**config.mk**
```make
export PLATFORM = sky130hd
export DESIGN_NAME = eeprom_ctrl
export DESIGN_NICKNAME = d
export VERILOG_FILES = /design/src/rtl/eeprom_ctrl.sv
export SDC_FILE = /design/constraint.sdc
export NUM_CORES = 1
export LEC_CHECK = 0
export CAP_MARGIN = 20
export CORE_UTILIZATION = 39
export DETAILED_ROUTE_END_ITERATION = 10
export PLACE_DENSITY_LB_ADDON = 0.15
export SLEW_MARGIN = 10
export SYNTH_ARGS = -nofsm -noshare
export SYNTH_HDL_FRONTEND = slang
export SYNTH_SLANG_ARGS = --single-unit
```
**constraint.sdc**
```tcl
create_clock -name clk -period 2.3 [get_ports clk]
set_clock_uncertainty 0.2 [all_clocks]
set_input_delay 0.46 -clock clk [delete_from_list [all_inputs] [get_ports clk]]
set_output_delay 0.46 -clock clk [all_outputs]
set_load 0.01 [all_outputs]
```
**src/rtl/eeprom_ctrl.sv**
```systemverilog
// eeprom_ctrl: command-level controller for a 24xx-series I2C EEPROM with
// 16-bit memory addressing, driving an upstream i2c_master byte engine.
// Writes send two address-pointer bytes and then the payload. Random reads
// send an address-pointer write, then a repeated start, then the read.
// Optional feature macro: EEPROM_WR_CYCLE_WAIT_EN. When it is defined, each
// write waits TWR_CYCLES clocks for the EEPROM internal program cycle before
// reporting done.
module eeprom_ctrl #(
    parameter logic [6:0]  DEV_ADDR       = 7'h50,
    parameter int unsigned TIMEOUT_CYCLES = 65535,
    parameter int unsigned TWR_CYCLES     = 50000
) (
    input  logic        clk,
    input  logic        reset,
    input  logic        cmd_valid,
    output logic        cmd_ready,
    input  logic        cmd_rw,
    input  logic [15:0] cmd_mem_addr,
    input  logic [7:0]  cmd_len,
    input  logic [7:0]  wr_data,
    input  logic        wr_valid,
    output logic        wr_ready,
    output logic [7:0]  rd_data,
    output logic        rd_valid,
    output logic        done,
    output logic [1:0]  err,
    output logic        m_start,
    output logic [7:0]  m_nbytes,
    output logic [6:0]  m_addr,
    output logic        m_rw,
    output logic [7:0]  m_write_data,
    input  logic        m_tx_data_req,
    input  logic        m_rx_data_ready,
    input  logic [7:0]  m_read_data,
    input  logic        m_ready
);

    typedef enum logic [2:0] {
        ST_IDLE, ST_LAUNCH, ST_WR_XFER, ST_RD_ADDR,
        ST_RD_XFER, ST_DRAIN, ST_TWR_WAIT, ST_FINISH
    } state_t;

    localparam logic [31:0] TOUT_LAST = 32'(TIMEOUT_CYCLES - 1);

    state_t      state_r, state_nx_s;
    logic        rw_r, busy_seen_r, addr_fed_r, start_r;
    logic [15:0] addr_r;
    logic [7:0]  len_r, cnt_r, rx_cnt_r;
    logic [1:0]  err_r;
    logic [31:0] tout_r;
    logic        tx_q_r, rx_q_r, m_rw_r, rd_valid_r, wr_ready_r;
    logic [7:0]  m_nbytes_r, m_write_data_r, rd_data_r;
    logic        accept_s, bad_len_s, tx_edge_s, rx_edge_s;
    logic        timing_s, tout_hit_s, start_kill_s;

    assign accept_s   = cmd_valid && (state_r == ST_IDLE);
    assign bad_len_s  = (cmd_len == 8'd0) || (cmd_len > 8'd253);
    assign tx_edge_s  = m_tx_data_req && !tx_q_r;
    assign rx_edge_s  = m_rx_data_ready && !rx_q_r;
    // The watchdog covers every state in which we wait on the engine.
    assign timing_s   = (state_r == ST_LAUNCH) || (state_r == ST_WR_XFER) ||
                        (state_r == ST_RD_ADDR) || (state_r == ST_RD_XFER) ||
                        (state_r == ST_DRAIN);
    assign tout_hit_s = timing_s && (tout_r == TOUT_LAST);
    // Drop start as soon as the first read byte arrives so the last ACK ends in STOP.
    assign start_kill_s = tout_hit_s || ((state_r == ST_RD_ADDR) && rx_edge_s);

    assign cmd_ready    = (state_r == ST_IDLE);
    assign done         = (state_r == ST_FINISH);
    assign err          = err_r;
    assign m_start      = start_r && !start_kill_s;
    assign m_addr       = DEV_ADDR;
    assign m_rw         = m_rw_r;
    assign m_nbytes     = m_nbytes_r;
    assign m_write_data = m_write_data_r;
    assign rd_data      = rd_data_r;
    assign rd_valid     = rd_valid_r;
    assign wr_ready     = wr_ready_r;

`ifdef EEPROM_WR_CYCLE_WAIT_EN
    localparam logic [31:0] TWR_LAST = 32'(TWR_CYCLES - 1);
    logic [31:0] twr_cnt_r;

    // Program-time counter, running only while waiting after a write
    always_ff @(posedge clk) begin
        if (reset) begin
            twr_cnt_r <= 32'd0;
        end else if (state_r == ST_TWR_WAIT) begin
            twr_cnt_r <= twr_cnt_r + 32'd1;
        end else begin
            twr_cnt_r <= 32'd0;
        end
    end
`endif

    // State register
    always_ff @(posedge clk) begin
        if (reset) begin
            state_r <= ST_IDLE;
        end else begin
            state_r <= state_nx_s;
        end
    end

    // Next-state logic; the watchdog wins over every other transition
    always_comb begin
        state_nx_s = state_r;
        case (state_r)
            ST_IDLE: begin
                if (accept_s) begin
                    state_nx_s = bad_len_s ? ST_FINISH : ST_LAUNCH;
                end else begin
                    state_nx_s = ST_IDLE;
                end
            end
            ST_LAUNCH: begin
                if (tout_hit_s) begin
                    state_nx_s = ST_FINISH;
                end else if (m_ready) begin
                    state_nx_s = rw_r ? ST_RD_ADDR : ST_WR_XFER;
                end else begin
                    state_nx_s = ST_LAUNCH;
                end
            end
            ST_WR_XFER: begin
                if (tout_hit_s) begin
                    state_nx_s = ST_FINISH;
                end else if (busy_seen_r && m_ready) begin
`ifdef EEPROM_WR_CYCLE_WAIT_EN
                    state_nx_s = ST_TWR_WAIT;
`else
                    state_nx_s = ST_FINISH;
`endif
                end else begin
                    state_nx_s = ST_WR_XFER;
                end
            end
            ST_RD_ADDR: begin
                if (tout_hit_s) begin
                    state_nx_s = ST_FINISH;
                end else if (rx_edge_s) begin
                    state_nx_s = ST_RD_XFER;
                end else begin
                    state_nx_s = ST_RD_ADDR;
                end
            end
            ST_RD_XFER: begin
                if (tout_hit_s) begin
                    state_nx_s = ST_FINISH;
                end else if ((rx_cnt_r == len_r) && m_ready) begin
                    state_nx_s = ST_DRAIN;
                end else begin
                    state_nx_s = ST_RD_XFER;
                end
            end
            ST_DRAIN: begin
                // Settle cycle after the engine goes idle.
                if (tout_hit_s) begin
                    state_nx_s = ST_FINISH;
                end else if (rw_r) begin
                    state_nx_s = ST_FINISH;
                end else begin
                    state_nx_s = ST_TWR_WAIT;
                end
            end
            ST_TWR_WAIT: begin
`ifdef EEPROM_WR_CYCLE_WAIT_EN
                if (twr_cnt_r == TWR_LAST) begin
                    state_nx_s = ST_FINISH;
                end else begin
                    state_nx_s = ST_TWR_WAIT;
                end
`else
                state_nx_s = ST_FINISH;
`endif
            end
            ST_FINISH: state_nx_s = ST_IDLE;
            default:   state_nx_s = ST_IDLE;
        endcase
    end

    // Command latch, engine-side drive, byte sequencing, strobes and watchdog
    always_ff @(posedge clk) begin
        if (reset) begin
            rw_r           <= 1'b0;
            addr_r         <= 16'd0;
            len_r          <= 8'd0;
            cnt_r          <= 8'd0;
            rx_cnt_r       <= 8'd0;
            err_r          <= 2'd0;
            busy_seen_r    <= 1'b0;
            addr_fed_r     <= 1'b0;
            tout_r         <= 32'd0;
            tx_q_r         <= 1'b0;
            rx_q_r         <= 1'b0;
            start_r        <= 1'b0;
            m_rw_r         <= 1'b0;
            m_nbytes_r     <= 8'd0;
            m_write_data_r <= 8'd0;
            rd_data_r      <= 8'd0;
            rd_valid_r     <= 1'b0;
            wr_ready_r     <= 1'b0;
        end else begin
            tx_q_r     <= m_tx_data_req;
            rx_q_r     <= m_rx_data_ready;
            rd_valid_r <= 1'b0;
            wr_ready_r <= 1'b0;
            if (timing_s && !tx_edge_s && !rx_edge_s) begin
                tout_r <= tout_r + 32'd1;
            end else begin
                tout_r <= 32'd0;
            end
            case (state_r)
                ST_IDLE: begin
                    if (accept_s) begin
                        rw_r           <= cmd_rw;
                        addr_r         <= cmd_mem_addr;
                        len_r          <= cmd_len;
                        err_r          <= bad_len_s ? 2'd1 : 2'd0;
                        m_write_data_r <= cmd_mem_addr[15:8];
                        cnt_r          <= 8'd0;
                        rx_cnt_r       <= 8'd0;
                        busy_seen_r    <= 1'b0;
                        addr_fed_r     <= 1'b0;
                    end
                end
                ST_LAUNCH: begin
                    if (m_ready && !tout_hit_s) begin
                        start_r    <= 1'b1;
                        m_rw_r     <= 1'b0;
                        m_nbytes_r <= rw_r ? 8'd2 : (len_r + 8'd2);
                    end
                end
                ST_WR_XFER: begin
                    if (!m_ready) begin
                        busy_seen_r <= 1'b1;
                        start_r     <= 1'b0;
                    end
                    if (tx_edge_s) begin
                        cnt_r <= cnt_r + 8'd1;
                        if (cnt_r == 8'd0) begin
                            m_write_data_r <= addr_r[7:0];
                        end else if (cnt_r <= len_r) begin
                            if (wr_valid) begin
                                m_write_data_r <= wr_data;
                                wr_ready_r     <= 1'b1;
                            end else begin
                                m_write_data_r <= 8'hFF;
                                err_r          <= 2'd3;
                            end
                        end
                    end
                end
                ST_RD_ADDR: begin
                    // Engine picks these up at the repeated start.
                    if (!m_ready) begin
                        m_rw_r     <= 1'b1;
                        m_nbytes_r <= len_r;
                    end
                    if (tx_edge_s && !addr_fed_r) begin
                        m_write_data_r <= addr_r[7:0];
                        addr_fed_r     <= 1'b1;
                    end
                    if (rx_edge_s) begin
                        rd_data_r  <= m_read_data;
                        rd_valid_r <= 1'b1;
                        rx_cnt_r   <= rx_cnt_r + 8'd1;
                        start_r    <= 1'b0;
                    end
                end
                ST_RD_XFER: begin
                    if (rx_edge_s) begin
                        rd_data_r  <= m_read_data;
                        rd_valid_r <= 1'b1;
                        rx_cnt_r   <= rx_cnt_r + 8'd1;
                    end
                end
                default: begin
                end
            endcase
            // An engine that stops responding overrides any other status.
            if (tout_hit_s) begin
                err_r   <= 2'd2;
                start_r <= 1'b0;
            end
        end
    end

endmodule
```
# ---- After elaboration in Yosys (flattened, before gate mapping)
# Cells that the tools add are included.
dict set report totals {
  reg_bits 102
  input_bits 48
  output_inout_bits 39
  elab_cells 159
}
dict set report classes {
  n_addsub 4
  order_cmp 2
  eq_ne 26
  mux 51
  n_bitwise 5
  reduce_logical 51
}
# operator count
set ops {}
lappend ops {{8-bit 2-to-1 mux} 12}
lappend ops {{8-bit one-hot mux with 2 select lines} 3}
lappend ops {{32-bit by 1-bit adder with 32-bit output, second input constant} 1}
lappend ops {{32-bit by 16-bit == test with 1-bit output, second input constant} 1}
lappend ops {{3-bit one-hot mux with 8 select lines} 1}
lappend ops {{8-bit one-hot mux with 3 select lines} 1}
lappend ops {{3-bit 2-to-1 mux} 7}
lappend ops {{8-bit by 1-bit adder with 8-bit output, second input constant} 2}
lappend ops {{8-bit zero test} 2}
lappend ops {{2-bit 2-to-1 mux} 8}
lappend ops {{3-bit AND reduction} 5}
lappend ops {{1-bit 2-to-1 mux} 14}
lappend ops {{3-bit == test, second input constant} 4}
lappend ops {{1-bit logical AND} 12}
lappend ops {{2-bit != test, second input constant} 6}
lappend ops {{6-bit AND reduction} 2}
lappend ops {{2-bit by 1-bit != test with 1-bit output, second input constant} 5}
lappend ops {{3-bit != test, second input constant} 3}
lappend ops {{3-bit nonzero test} 3}
lappend ops {{8-bit by 2-bit adder with 8-bit output, second input constant} 1}
lappend ops {{8-bit == test} 1}
lappend ops {{8-bit > comparator, second input constant} 1}
lappend ops {{8-bit <= comparator} 1}
lappend ops {{2-bit nonzero test} 4}
lappend ops {{16 further kinds} 39}

# ---- Logic depth before layout (Yosys ltp)
dict set report depth {
  depth_word 10
  ltp_mapped 8
  depth_no_buf 7
}

# ---- Worst setup path after synthesis
# Ideal clock, no wire load.
dict set report synth_timing {
  kind {flip-flop to flip-flop}
  from {register len_r[3]}
  to {register m_write_data_r[0], in the netlist m_write_data[0]}
  setup_ps 95
  arrival_ps 1998
  t_required_ps 2005
  setup_slack_ps 7
  path_stages_with_launch 9
  path_buffers 1
  synth_period_minus_slack_ps 2293
  cell_sequence {dfxtp_1 clkbuf_1 inv_1 ha_1 a21oi_1 a31oi_1 or3_1 a21o_1 a221oi_1}
}
dict set report synth_via {
  elab_chain_cells 3
}
# item line
set synth_rtl {}
lappend synth_rtl {{start: declaration} 48} ;# logic [7:0] len_r, cnt_r, rx_cnt_r;
lappend synth_rtl {{start signal: assignment} 218} ;# len_r <= cmd_len;
lappend synth_rtl {{8-bit <= comparator} 243} ;# end else if (cnt_r <= len_r) begin
lappend synth_rtl {{3-bit by 1-bit != test with 1-bit output (no source line)} -}
lappend synth_rtl {{5-bit AND reduction (no source line)} -}
lappend synth_rtl {{end signal: assignment} 242} ;# m_write_data_r <= addr_r[7:0];
lappend synth_rtl {{end signal: assignment} 245} ;# m_write_data_r <= wr_data;
lappend synth_rtl {{end signal: assignment} 261} ;# m_write_data_r <= addr_r[7:0];
lappend synth_rtl {{end: declaration} 52} ;# logic [7:0] m_nbytes_r, m_write_data_r, rd_data_r;
# Every way passes these cells.
# A chain may end at the register's enable or synchronous reset.

# ---- Worst setup path after layout
dict set report layout_timing {
  from {register tout_r[15]}
  to {output port m_start}
}
dict set report layout_via {
  elab_chain_cells 5
}
# item line
set layout_rtl {}
lappend layout_rtl {{start: declaration} 50} ;# logic [31:0] tout_r;
lappend layout_rtl {{start signal: assignment} 209} ;# tout_r <= tout_r + 32'd1;
lappend layout_rtl {{32-bit by 16-bit == test with 1-bit output} 64} ;# assign tout_hit_s = timing_s && (tout_r == TOUT_LAST);
lappend layout_rtl {{1-bit logical AND} 64}
lappend layout_rtl {{1-bit logical OR} 66} ;# assign start_kill_s = tout_hit_s || ((state_r == ST_RD_ADDR) && rx_edge_s);
lappend layout_rtl {{1-bit zero test} 71} ;# assign m_start = start_r && !start_kill_s;
lappend layout_rtl {{1-bit logical AND} 71}
lappend layout_rtl {{end: declaration} 27} ;# output logic m_start,
# Every way passes these cells.

==> results.yml <==
outcome:
  status: "finished, violations left"
  violations: "setup timing"
place:
  place_area_sq_um: 7140
  portBuffers: 79
  pre_cts_ws_ns: -0.376
  dp_hpwl_mm: 11.8
  gp_congestion: 0.878
final_layout:
  num_antenna_cells: 0
  drive_above_1_share: 0.202
  finalInstanceArea_sq_um: 7710
  fillCellCount: 1300
  syn2layout_area_growth_pct: 41.4
  multiInputGateArea_sq_um: 3300
  seq_area_sq_um: 2060
  nets: 925
cts:
  cts_hold_buf: 0
  h-tree-depth: 3
  cts_buffers: 9
  cts_num_sinks: 102
  clockBufferDepth: 2
  cts-root-buf: "clkbuf_16"
  clk_latency_ns: 0.35
  cts.clk_slew.worst_paths_ns: 0.07
  cts_tree: "done"
timing:
  setup_slack_ns: -0.124
  slew_viol_final: 0
  tightest_slew_ns: 0.558
  tns_ns: -0.124
  final.period_utilization: 1.05
  fmax_ghz: 0.413
  min_period_ns: 2.42
  rsz0062_at_grt: "true"
  whs_ns: 0.254
  slew_headroom: 0.625
  finalSetupViolations: 1
  hold_viol: 0
global_route:
  grt_overflow: 0
  antenna_found_initial: 0
  grt_pass1_vias: 5445
  track_usage: 0.226
  grt_pass1_wl_mm: 26.1
  grt_max_degree: 33
routing:
  initialDrtViolationCount: 256
  ant_nets: 0
  vias_per_cell: 5.27
  wirelength_mm: 16.0
  num_vias: 5504
  wl_per_cell_microns: 15.3
  drc_errors: 0
  first_pass_iters: 4
synthesis:
  yosys.area.top_type: "dfxtp_1"
  synth_ff_type: "dfxtp_1"
  synth.most_common_cell: "dfxtp_1"
  synth_xor_area_frac: 0.0755
  synth-edff-count: 0
  synth.area.mux_share: 0.00551
  synthTopCellsByArea: "dfxtp_1 37%, nand2_1 6.2%, nor2_1 5.3%"
  ys_seq_elements: 102
  synth_compound_area_frac: 0.169
  async_flop_share: 0
  synth-simple-area-share: 0.284
  synth_cell_types: 58
  synth_top_family_by_area: "simple AND/OR/NAND/NOR gates"
  synthAdderAreaFrac: 0.0321
  netlist_area_sq_um: 5450
  synth_common_cells: "102 x dfxtp_1, 90 x nand2_1, 77 x nor2_1"
  yosys_warnings: 0
  netlist_instances: 697
  synth.avg_cell_area_sq_um: 7.82
  synth_top_area_frac: 0.375
  ys_seq_area_frac: 0.375
pwr:
  seqPwrFrac: 0.371
  p_comb_frac: 0.316
  ir_drop_v: 0.000411
  swShare: 0.312
  leakagePower_nw: 2.92
  power_density_nw_per_um2: 708
  internal_power_w: 0.00375
  p_sw_w: 0.00170
  clkPwrFrac: 0.313
die:
  initial_core_util: 0.405
  ioPinCount: 87
  die_h_microns: 120
  design.die.area_sq_um: 14500
  coreArea_sq_um: 13500
  die_w_microns: 120
  row_count: 42
critical_path:
  worstSetupPathType: "reg2out"
  critical-path-top-delay-family: "simple AND/OR/NAND/NOR gates"
  end_kind: "primary output"
  path_cells: "nand4_1 -> or3_4 -> nor4_4 -> nor2_2 -> buf_2"
  reg2reg_depth: 7
  critPathLaunchType: "flop"
  crit_buf_inv: 1
  slowest_stage: "or3_4"
  critical_path.max_stage_delay_ns: 0.44
  crit_cells: 5
  cp_max_fo: 2
  cp.arrival_ns: 1.76
  crit_required_ns: 1.64
job:
  maxCapViolCount: 0
hold_path:
  min_path_cells: 2
  holdCritPathClass: "reg2reg"
-- placed cells by master (no fill, tap or decap), types with 23 or more instances in the layout --
cell,Yosys,final
xnor2_1,23,23
nand2_1,90,89
dfxtp_1,102,91
xor2_1,24,24
nand3_1,29,28
a21oi_1,54,52
inv_1,32,31
buf_4,7,109
clkdlybuf4s50_1,0,76
nor2_1,77,75
-- final timing paths --
kind	start	end	slack (ns)
setup / recovery	tout_r[15]$_SDFF_PP0_	m_start	-0.12
hold / removal	rd_data[7]$_SDFFE_PP0P_	rd_data[7]$_SDFFE_PP0P_	0.25
hold reg to reg	rd_data[7]$_SDFFE_PP0P_	rd_data[7]$_SDFFE_PP0P_	0.25
setup reg to reg	len_r[2]$_SDFFE_PP0P_	m_write_data[5]$_SDFFE_PP0P_	0.07
-- worst reg2reg max path, cell delays in order (launching register included) --
cell,delay [ns]
dfxtp_4,0.40
inv_1,0.07
ha_1,0.33
nand4b_1,0.11
a31oi_1,0.09
or3_4,0.40
a21o_4,0.26
a221oi_1,0.29
-- sequential cells by signal, indices dropped and copies added (netlist names), 2 cells and up --
signal / flops
m_write_data: 8
m_nbytes: 8
rx_cnt_r: 8
addr_r: 8
rd_data: 8
state_r: 3
tout_r: 32
len_r: 8
cnt_r: 8
err: 2
-- power by group through the flow --
| stage | Combinational, W | Clock (W) | Sequential (W) |
|---|---|---|---|
| floorplan | 0.000830 | 0 | 0.00206 |
| global placement | 0.00158 | 0 | 0.00204 |
| detailed placement | 0.00161 | 0 | 0.00205 |
| CTS | 0.00164 | 0.00174 | 0.00201 |
| global route | 0.00188 | 0.00182 | 0.00204 |
| finish | 0.00173 | 0.00171 | 0.00202 |
-- layer usage --
| metal | vias up | GRT usage | wire length, microns |
|---|---|---|---|
| met4 | 0 | 0.0725 | 284 |
| met3 | 21 | 0.0448 | 604 |
| met1 | 2593 | 0.287 | 7230 |
| met2 | 110 | 0.383 | 7880 |
| li1 | 2780 | - | - |
| met5 | - | 0 | 0 |
-- area by class of cell --
cell class / instances / area share
multi-input cells: 526 / 0.428
clock buffers: 12 / 0.0333
well taps: 176 / 0.0286
repair buffers: 192 / 0.217
clock inverters: 4 / 0.00990
inverters: 32 / 0.0156
flip-flops and latches: 102 / 0.268
-- cell families (layout without fill, tap and decap cells) --
family / count (synthesis) / in the layout
AO/OA/AOI/OAI: 141 / 141
other: 2 / 7
buffers and inverters: 74 / 240
adder cells (fa/ha/maj): 14 / 14
AND/OR/NAND/NOR: 314 / 314
flip-flops: 102 / 102
XOR/XNOR: 47 / 47
multiplexers: 3 / 3
-- timing repair --
| item | in CTS | in global routing |
|---|---|---|
| endpoints found under the setup margin | 17 | 18 |
| resized for setup | 28 | 36 |
| pin swaps | 5 | 3 |
| hold endpoints to repair | 0 | 0 |
| buffers inserted | 2 | 0 |
-- metrics by stage --
step | util | power, W | cells
after floorplan | - | 0.00289 | 702
after global placement | 0.531 | 0.00363 | 1026
after detailed placement | 0.531 | 0.00365 | 1026
after CTS | 0.563 | 0.00540 | 1044
after global routing | 0.573 | 0.00574 | 1044
final | 0.573 | 0.00545 | 1044
(Power assumes the default switching activity.)
